## config.mk

```make
export PLATFORM = sky130hd
export DESIGN_NAME = fb_mode_scheduler
export DESIGN_NICKNAME = d
export VERILOG_FILES = /design/src/rtl/fb_pkg.sv /design/src/rtl/fb_stable_detect.sv /design/src/rtl/fb_mode_scheduler.sv
export SDC_FILE = /design/constraint.sdc
export NUM_CORES = 1
export LEC_CHECK = 0
export CAP_MARGIN = 20
export CORE_MARGIN = 2
export CORE_UTILIZATION = 50
export DETAILED_ROUTE_END_ITERATION = 8
export PLACE_DENSITY = 0.81
export SYNTH_ARGS = -nofsm -noshare
export SYNTH_HDL_FRONTEND = slang
export SYNTH_SLANG_ARGS = --single-unit
```

## constraint.sdc

```tcl
create_clock -name clk -period 6.7 [get_ports clk]
set_input_delay 1.34 -clock clk [delete_from_list [all_inputs] [get_ports clk]]
set_output_delay 1.34 -clock clk [all_outputs]
set_load 0.05 [all_outputs]
```

## src/rtl/fb_pkg.sv

```systemverilog
// Shared definitions for the framebuffer mode scheduler.
//  - state_t    : scheduler FSM encoding
//  - MODE_*     : scale-mode codes carried on sw_sel / active_mode
//  - *_DEF      : default timing parameters
//  - cnt_width  : bits needed to hold a count value up to max_val
package fb_pkg;

  typedef enum logic [2:0] {
    IDLE    = 3'd0,
    SETTLE  = 3'd1,
    WAIT_VS = 3'd2,
    RESTART = 3'd3,
    COPY    = 3'd4,
    HPS     = 3'd5
  } state_t;

  // sw_sel[1:0] selects the scaling operator, sw_sel[3] selects factor 4
  localparam logic [3:0] MODE_REPL   = 4'b0000;
  localparam logic [3:0] MODE_DECIM  = 4'b0001;
  localparam logic [3:0] MODE_NN     = 4'b0010;
  localparam logic [3:0] MODE_AVG    = 4'b0011;
  localparam int         MODE_X4_BIT = 3;

  localparam int SETTLE_CYC_DEF  = 1024;
  localparam int RST_CYC_DEF     = 4;
  localparam int TIMEOUT_CYC_DEF = 1048576;

  function automatic int cnt_width(input int max_val);
    return $clog2(max_val + 1);
  endfunction

endpackage

```

## src/rtl/fb_stable_detect.sv

```systemverilog
// Switch debouncer for the mode scheduler.
// Watches sw_sel while run is high and raises stable once the value has
// been unchanged for SETTLE_CYC consecutive cycles.
// Ports:
//  clk     in  pixel clock
//  reset   in  synchronous, active-high
//  run     in  high while the scheduler is settling; low holds the counter at 0
//  sw_sel  in  synchronised mode switches
//  stable  out high in the cycle the settle count completes with no change
module fb_stable_detect
  import fb_pkg::*;
#(
  parameter int SETTLE_CYC = SETTLE_CYC_DEF
) (
  input  logic       clk,
  input  logic       reset,
  input  logic       run,
  input  logic [3:0] sw_sel,
  output logic       stable
);

  localparam int              W    = cnt_width(SETTLE_CYC);
  localparam logic [W-1:0]    LAST = W'(SETTLE_CYC - 1);

  logic [3:0]   sw_prev;
  logic [W-1:0] cnt;
  logic         changed;

  assign changed = (sw_sel != sw_prev);

  always_ff @(posedge clk) begin
    if (reset) begin
      sw_prev <= MODE_REPL;
      cnt     <= '0;
    end else begin
      sw_prev <= sw_sel;
      // any change restarts the window; the count saturates at LAST
      if (!run || changed)
        cnt <= '0;
      else if (cnt != LAST)
        cnt <= cnt + 1'b1;
    end
  end

  assign stable = run && !changed && (cnt == LAST);

endmodule

```

## src/rtl/fb_mode_scheduler.sv

```systemverilog
// Framebuffer mode scheduler (clk_vga domain).
// Debounces mode switches, commits a new mode at a frame boundary, restarts
// the ROM->framebuffer copier, blanks the display while the framebuffer is
// rewritten, and arbitrates the shared ROM between the copier and HPS.
// Ports:
//  clk          in   pixel clock
//  reset        in   synchronous, active-high
//  sw_sel       in   [3:0] synchronised mode switches
//  frame_start  in   one-cycle pulse at first blanking line
//  copy_done    in   copier finished (level, cleared by copier_rst)
//  hps_req      in   HPS wants the source ROM (level)
//  active_mode  out  [3:0] committed mode
//  copier_rst   out  copier restart, active high
//  display_en   out  1 = show framebuffer, 0 = black
//  hps_grant    out  HPS owns the ROM
//  busy         out  high in every state except IDLE
//  err_timeout  out  sticky copy-overrun flag
// All outputs are registered.
module fb_mode_scheduler
  import fb_pkg::*;
#(
  parameter int SETTLE_CYC  = SETTLE_CYC_DEF,
  parameter int RST_CYC     = RST_CYC_DEF,
  parameter int TIMEOUT_CYC = TIMEOUT_CYC_DEF
) (
  input  logic       clk,
  input  logic       reset,
  input  logic [3:0] sw_sel,
  input  logic       frame_start,
  input  logic       copy_done,
  input  logic       hps_req,
  output logic [3:0] active_mode,
  output logic       copier_rst,
  output logic       display_en,
  output logic       hps_grant,
  output logic       busy,
  output logic       err_timeout
);

  // one down-counter is shared by RESTART and COPY, sized for the timeout
  localparam int               CNT_W    = cnt_width(TIMEOUT_CYC);
  localparam logic [CNT_W-1:0] RST_LOAD = CNT_W'(RST_CYC - 1);
  localparam logic [CNT_W-1:0] TO_LOAD  = CNT_W'(TIMEOUT_CYC - 1);

  state_t           state, state_nx;
  logic [CNT_W-1:0] cnt, cnt_nx;
  logic [3:0]       mode_nx;
  logic             rst_nx, disp_nx, err_nx;
  logic             stable;

  fb_stable_detect #(
    .SETTLE_CYC (SETTLE_CYC)
  ) u_stable (
    .clk    (clk),
    .reset  (reset),
    .run    (state == SETTLE),
    .sw_sel (sw_sel),
    .stable (stable)
  );

  always_ff @(posedge clk) begin
    if (reset) begin
      // power-up goes straight to RESTART so mode 0 is copied once
      state       <= RESTART;
      cnt         <= RST_LOAD;
      active_mode <= MODE_REPL;
      copier_rst  <= 1'b1;
      display_en  <= 1'b0;
      hps_grant   <= 1'b0;
      busy        <= 1'b1;
      err_timeout <= 1'b0;
    end else begin
      state       <= state_nx;
      cnt         <= cnt_nx;
      active_mode <= mode_nx;
      copier_rst  <= rst_nx;
      display_en  <= disp_nx;
      hps_grant   <= (state_nx == HPS);
      busy        <= (state_nx != IDLE);
      err_timeout <= err_nx;
    end
  end

  always_comb begin
    state_nx = state;
    cnt_nx   = cnt;
    mode_nx  = active_mode;
    rst_nx   = copier_rst;
    disp_nx  = display_en;
    err_nx   = err_timeout;

    case (state)
      IDLE: begin
        // hps_req wins over a pending switch change
        if (hps_req)
          state_nx = HPS;
        else if (sw_sel != active_mode)
          state_nx = SETTLE;
      end

      SETTLE: begin
        if (sw_sel == active_mode)
          state_nx = IDLE;
        else if (stable)
          state_nx = WAIT_VS;
      end

      WAIT_VS: begin
        // frame_start is only meaningful here
        if (frame_start) begin
          mode_nx  = sw_sel;
          state_nx = RESTART;
          cnt_nx   = RST_LOAD;
        end
      end

      RESTART: begin
        if (cnt == '0) begin
          state_nx = COPY;
          cnt_nx   = TO_LOAD;
        end else begin
          cnt_nx = cnt - 1'b1;
        end
      end

      COPY: begin
        // copy_done beats abort beats timeout; hps_req waits for IDLE
        if (copy_done) begin
          state_nx = IDLE;
        end else if (sw_sel != active_mode) begin
          state_nx = SETTLE;
          rst_nx   = 1'b1;
        end else if (cnt == '0) begin
          state_nx = IDLE;
          err_nx   = 1'b1;
        end else begin
          cnt_nx = cnt - 1'b1;
        end
      end

      HPS: begin
        if (!hps_req) begin
          state_nx = RESTART;
          cnt_nx   = RST_LOAD;
        end
      end

      default: state_nx = IDLE;
    endcase

    // copier_rst / display_en follow the destination state; SETTLE and
    // WAIT_VS keep whatever was there, so a settle started from IDLE keeps
    // the picture up while one started by an aborted copy stays blanked
    // with the copier parked in reset.
    case (state_nx)
      RESTART, HPS: begin
        rst_nx  = 1'b1;
        disp_nx = 1'b0;
      end
      COPY: begin
        rst_nx  = 1'b0;
        disp_nx = 1'b0;
      end
      IDLE: begin
        rst_nx  = 1'b0;
        disp_nx = 1'b1;
      end
      default: ;
    endcase
  end

endmodule

```

Word level (Yosys, flattened, before mapping)
Cells that the tools add are included.
- add/subtract/negate cells: 2
- equal/unequal tests: 19
- multiplexer cells: 23
- bitwise logic cells: 2
- reduce and logical (&&, ||, !) cells: 21
- operator list (operator ; count):
    2-to-1 mux 21 bit ; 6
    case mux 21 bit (4 select lines) ; 1
    2-to-1 mux 3 bit ; 10
    zero test 21 bit ; 1
    subtractor 21 x 1 -> 21 bit, second input constant ; 1
    case mux 3 bit (6 select lines) ; 1
    equality test 3 bit, second input constant ; 4
    adder 11 x 1 -> 11 bit, second input constant ; 1
    equality test 11 x 10 -> 1 bit, second input constant ; 1
    inequality test 11 x 10 -> 1 bit, second input constant ; 1
    inequality test 2 bit, second input constant ; 5
    equality test 3 x 2 -> 1 bit, second input constant ; 3
    nonzero test 3 bit ; 3
    inequality test 4 bit ; 2
    zero test 3 bit ; 2
    AND reduction 6 bit ; 1
    OR reduction 2 bit ; 3
    equality test 4 bit ; 1
    case mux 1 bit (2 select lines) ; 2
    AND reduction 4 bit ; 1
    nonzero test 4 bit ; 1
    equality test 3 x 1 -> 1 bit, second input constant ; 1
    2-to-1 mux 1 bit ; 3
    inequality test 3 x 2 -> 1 bit, second input constant ; 1
    other kinds (8) ; 11
- register bits after elaboration: 48
- input bits: 9
- output and inout port bits: 9

Depth between registers and ports, before layout
- depth after elaboration: 11
- mapped depth: 9

By module
A second synthesis with hierarchy kept.
- cells, all modules: 312
- area total of the unflattened synthesis: 2620.0 µm²
- by module, submodules not included (module ; instances ; cells each ; area each (µm²)):
    fb_mode_scheduler ; 1 ; 241 ; 1940.6
    fb_stable_detect ; 1 ; 71 ; 679.4

Worst setup path before layout
OpenSTA, ideal clock, no wires.
- kind: input to register
- from: in sw_sel[2]
- to: reg copier_rst
- data arrival time: 2.955 ns
- required time: 6.582 ns
- setup slack: 3.627 ns
- stages: 6
- cell sequence: xor2_1 -> or4_4 -> a311o_1 -> or3_4 -> nor3_1 -> nor2_1
- longest elaborated chain between the ends: 11
- ends and longest elaborated chain (element ; line ; source):
    start: declaration ; fb_mode_scheduler.sv:28 ; input logic [3:0] sw_sel,
    inequality test 4 bit ; fb_stable_detect.sv:29 ; assign changed = (sw_sel != sw_prev);
    zero test 1 bit ; fb_stable_detect.sv:45 ; assign stable = run && !changed && (cnt == LAST);
    logical AND 1 bit (2 in series) ; fb_stable_detect.sv:45 ;
    2-to-1 mux 3 bit ; fb_mode_scheduler.sv:104 ; else if (stable)
    2-to-1 mux 3 bit ; fb_mode_scheduler.sv:102 ; if (sw_sel == active_mode)
    case mux 3 bit (6 select lines) ; fb_mode_scheduler.sv:92 ; case (state)
    equality test 3 bit, or another cell as far along ; fb_mode_scheduler.sv:155 ; case (state_nx)
    OR reduction 2 bit (on tied branches) ; -- ;
    inequality test 3 x 2 -> 1 bit (no line) or nonzero test 3 bit (tied branches) ; -- ;
    AND reduction 3 bit (no line) ; -- ;
    end signal: assignment ; fb_mode_scheduler.sv:76 ; copier_rst <= rst_nx;
    end: declaration ; fb_mode_scheduler.sv:33 ; output logic copier_rst,
Parallel ways exist; a longest one is shown, timed or not.
A chain may end at the register's enable or synchronous reset.

Worst setup path in the final report
- from: in sw_sel[2]
- to: reg cnt[17]
- longest elaborated chain between the ends: 3
- ends and longest elaborated chain (element ; line ; source):
    inequality test 4 bit ; fb_mode_scheduler.sv:130 ; end else if (sw_sel != active_mode) begin
    inequality test 2 bit (no line) ; -- ;
    AND reduction 6 bit (no line) ; -- ;
    end signal: assignment ; fb_mode_scheduler.sv:74 ; cnt <= cnt_nx;
    end: declaration ; fb_mode_scheduler.sv:46 ; logic [CNT_W-1:0] cnt, cnt_nx;
Every way passes these cells.

==> flow_summary.ini <==
[floorplan]
rows = 25
core_area_sq_um = 4690
dieHeight_microns = 73.6
die_area_sq_um = 5410
start_util_pct = 51.6
die_w_microns = 73.6
io_pins = 18

[yosys]
yosys.area.top_type_share_pct = 39.7
yosys.area.top_type = dfxtp_1
ys_seq_area_share_pct = 39.7
synth_cell_types = 52
synth_nets = 311
netlist_area_sq_um = 2420
synth_edf_count = 0
async_flop_share_pct = 0
synthCells = 300
synthFlopType = dfxtp_1
synth.avg_cell_area_sq_um = 8.07
synth_area_leaders = dfxtp_1, nor2_1, a21oi_1
yosys_warnings = 0
ys_seq_elements = 48

[placed_design]
io_buffers = 17
gp_congestion = 0.834
hpwl_mm = 3.67

[setup_path]
r2r_setup_slack_ps = 3960
crit_path_max_incr_delay_ps = 740
path_class = input pin to flip-flop
path_cells = clkdlybuf4s50_1, xor2_1, nor4_1, nand2_1, o21ai_1, o211ai_1, o31ai_1
crit_arrival_ps = 3750
crit_buf_inv = 1
worstPathMaxFanout = 12
crit_path_end_kind = flip-flop
cp_top_family = compound AO/OA/AOI/OAI gates
required_ps = 6930
critPathSlowestCell = o21ai_1
critPathLaunchType = input pin

[finish]
drive_gt1_share_pct = 6.35
ff_latch_area_sq_um = 961
multi_input_area_sq_um = 1390
antenna_cells = 0
area_growth_pct = 12.3
fillers = 419
layout.nets = 325

[clock_network]
numCtsBuffers = 5
postCtsSetupBuffers = 0
clk_latency_ps = 310
cts_hold_buf = 0
cts_resized = 0
cts_root_buf = clkbuf_8
max-clock-path-buffers = 2
htreeDepth = 2
cts.sinks = 48
path_clk_slew_ps = 90
cts_tree = built

[routing]
postRouteWirelength_mm = 5.22
drt_iter0_drc = 234
postRouteAntennaNets = 0
vias = 2198
drtPass1Iterations = 4
drc = 0
drt-wirelength-per-cell_microns = 14.2
drt-vias-per-instance = 5.96

[timing]
max_freq_mhz = 284
setup_viol = 0
report.final.slew_viol_count = 0
fin_crit_sh_pct = 52.5
finalClockSkew_ps = 14.0
worstMarginPinSlew_ps = 900
hold_viol = 0
relSlewSlack_pct = 39.6
rsz0062_at_grt = no
min_period_ps = 3520
final.setup.tns_ps = 0

[power_and_ir_drop]
power_mw = 1.00
power.density_nw_per_um2 = 368
leakagePower_nw = 0.980
worst_ir_drop_vdd_uv = 218

[global_routing]
grt_pass1_wl_mm = 9.04
grt_overflow = 0
grt_max_degree = 26
grt.total_usage_pct = 21.1
antenna_found_initial = 0
grt_pass1_vias = 1961

[worst_hold_path]
hold_path_class = flip-flop to flip-flop

[status]
status = complete, no violations

[flow_run]
drv_cap = 0
## registers in the layout, summed over array words and instances (netlist names)
signal,flops
state,3
u_stable.sw_prev,4
copier_rst,1
active_mode,4
cnt,21
display_en,1
hps_grant,1
u_stable.cnt,11
busy,1
err_timeout,1
## path summary, 6_finish.rpt
path / start / end / cells past startpoint
max: sw_sel[2] / cnt[17] / 7
min: u_stable.cnt[10] / u_stable.cnt[10] / 2
max reg2reg: cnt[0] / cnt[4] / 8
min reg2reg: u_stable.cnt[10] / u_stable.cnt[10] / 2
## layout by cell type (no fill, tap or decap), drive strengths merged, types with 6 or more instances in the layout
| cell type | Yosys | final |
|---|---|---|
| a21oi | 27 | 27 |
| clkbuf | 8 | 7 |
| clkdlybuf4s50 | 0 | 17 |
| dfxtp | 48 | 48 |
| inv | 6 | 6 |
| nand2 | 22 | 22 |
| nand3 | 11 | 11 |
| nor2 | 46 | 46 |
| nor2b | 7 | 7 |
| nor3 | 13 | 13 |
| nor4 | 6 | 6 |
| o21ai | 20 | 20 |
| xor2 | 15 | 15 |
## synthesized netlist by cell type (2+ instances only)
| library cell | count |
|---|---|
| nor4_1 | 6 |
| and2_1 | 2 |
| o21ai_0 | 17 |
| and3_1 | 4 |
| o221a_2 | 2 |
| a211oi_1 | 3 |
| clkbuf_1 | 8 |
| xnor2_1 | 2 |
| o21ai_1 | 3 |
| ha_1 | 2 |
| nor3_1 | 12 |
| xor2_1 | 15 |
| nor2_2 | 2 |
| o211ai_1 | 4 |
| nand2b_1 | 4 |
| nor2_1 | 44 |
| nand3_1 | 11 |
| nand4_1 | 5 |
| nor2b_1 | 7 |
| mux2i_1 | 5 |
| o21a_1 | 2 |
| inv_1 | 6 |
| a31oi_1 | 3 |
| nand2_1 | 22 |
| buf_2 | 4 |
| nand4b_1 | 2 |
| dfxtp_1 | 48 |
| nand3b_1 | 5 |
| a21oi_1 | 27 |
## layout make-up
class	instances	area share [%]
repair buffers	19	6.82
flip-flops and latches	48	35.4
clock buffers	7	3.18
multi-input cells	234	51.0
clock inverters	1	0.276
well taps	54	2.49
inverters	6	0.829
## per-stage QoR
stage / area [sq um] / hold slack, ps / worst slack (ps) / util (%) / std cells
2_1_floorplan: 2420 / 409 / 3630 / - / 300
3_3_place_gp: 2620 / 419 / 2940 / 55.9 / 361
3_5_place_dp: 2620 / 427 / 2850 / 55.9 / 361
4_1_cts: 2720 / 439 / 3190 / 57.9 / 369
5_1_grt: 2720 / 473 / 2850 / 57.9 / 369
6_report: 2720 / 434 / 3180 / 57.9 / 369
## where the power goes
group          total [mW]  internal [mW]  leakage [nW]  switching [mW]
clock               0.185         0.0841        0.0445           0.101
sequential          0.385          0.331         0.389          0.0537
combinational       0.430          0.154         0.546           0.276
total                1.00          0.570         0.980           0.431
## cell families after synthesis
family                   after synthesis  share of synthesized area [%]
multiplexers                           5                           2.07
buffers and inverters                 18                           3.00
XOR/XNOR                              17                           6.15
adder cells (fa/ha/maj)                2                           1.03
flip-flops                            48                           39.7
AND/OR/NAND/NOR                      139                           30.3
AO/OA/AOI/OAI                         71                           17.7
## metal layers
layer  global-route usage [%]  routed length (microns)
met3                     4.94                      251
met2                     32.6                     2400
met1                     28.2                     2490
met5                        0                        0
met4                     8.69                       90
## tightest hold or removal path, stage by stage (launching register included)
cell and delay, ps:
dfxtp_1 310, inv_1 50, a311oi_1 30
Power figures use the tool's default switching activity.
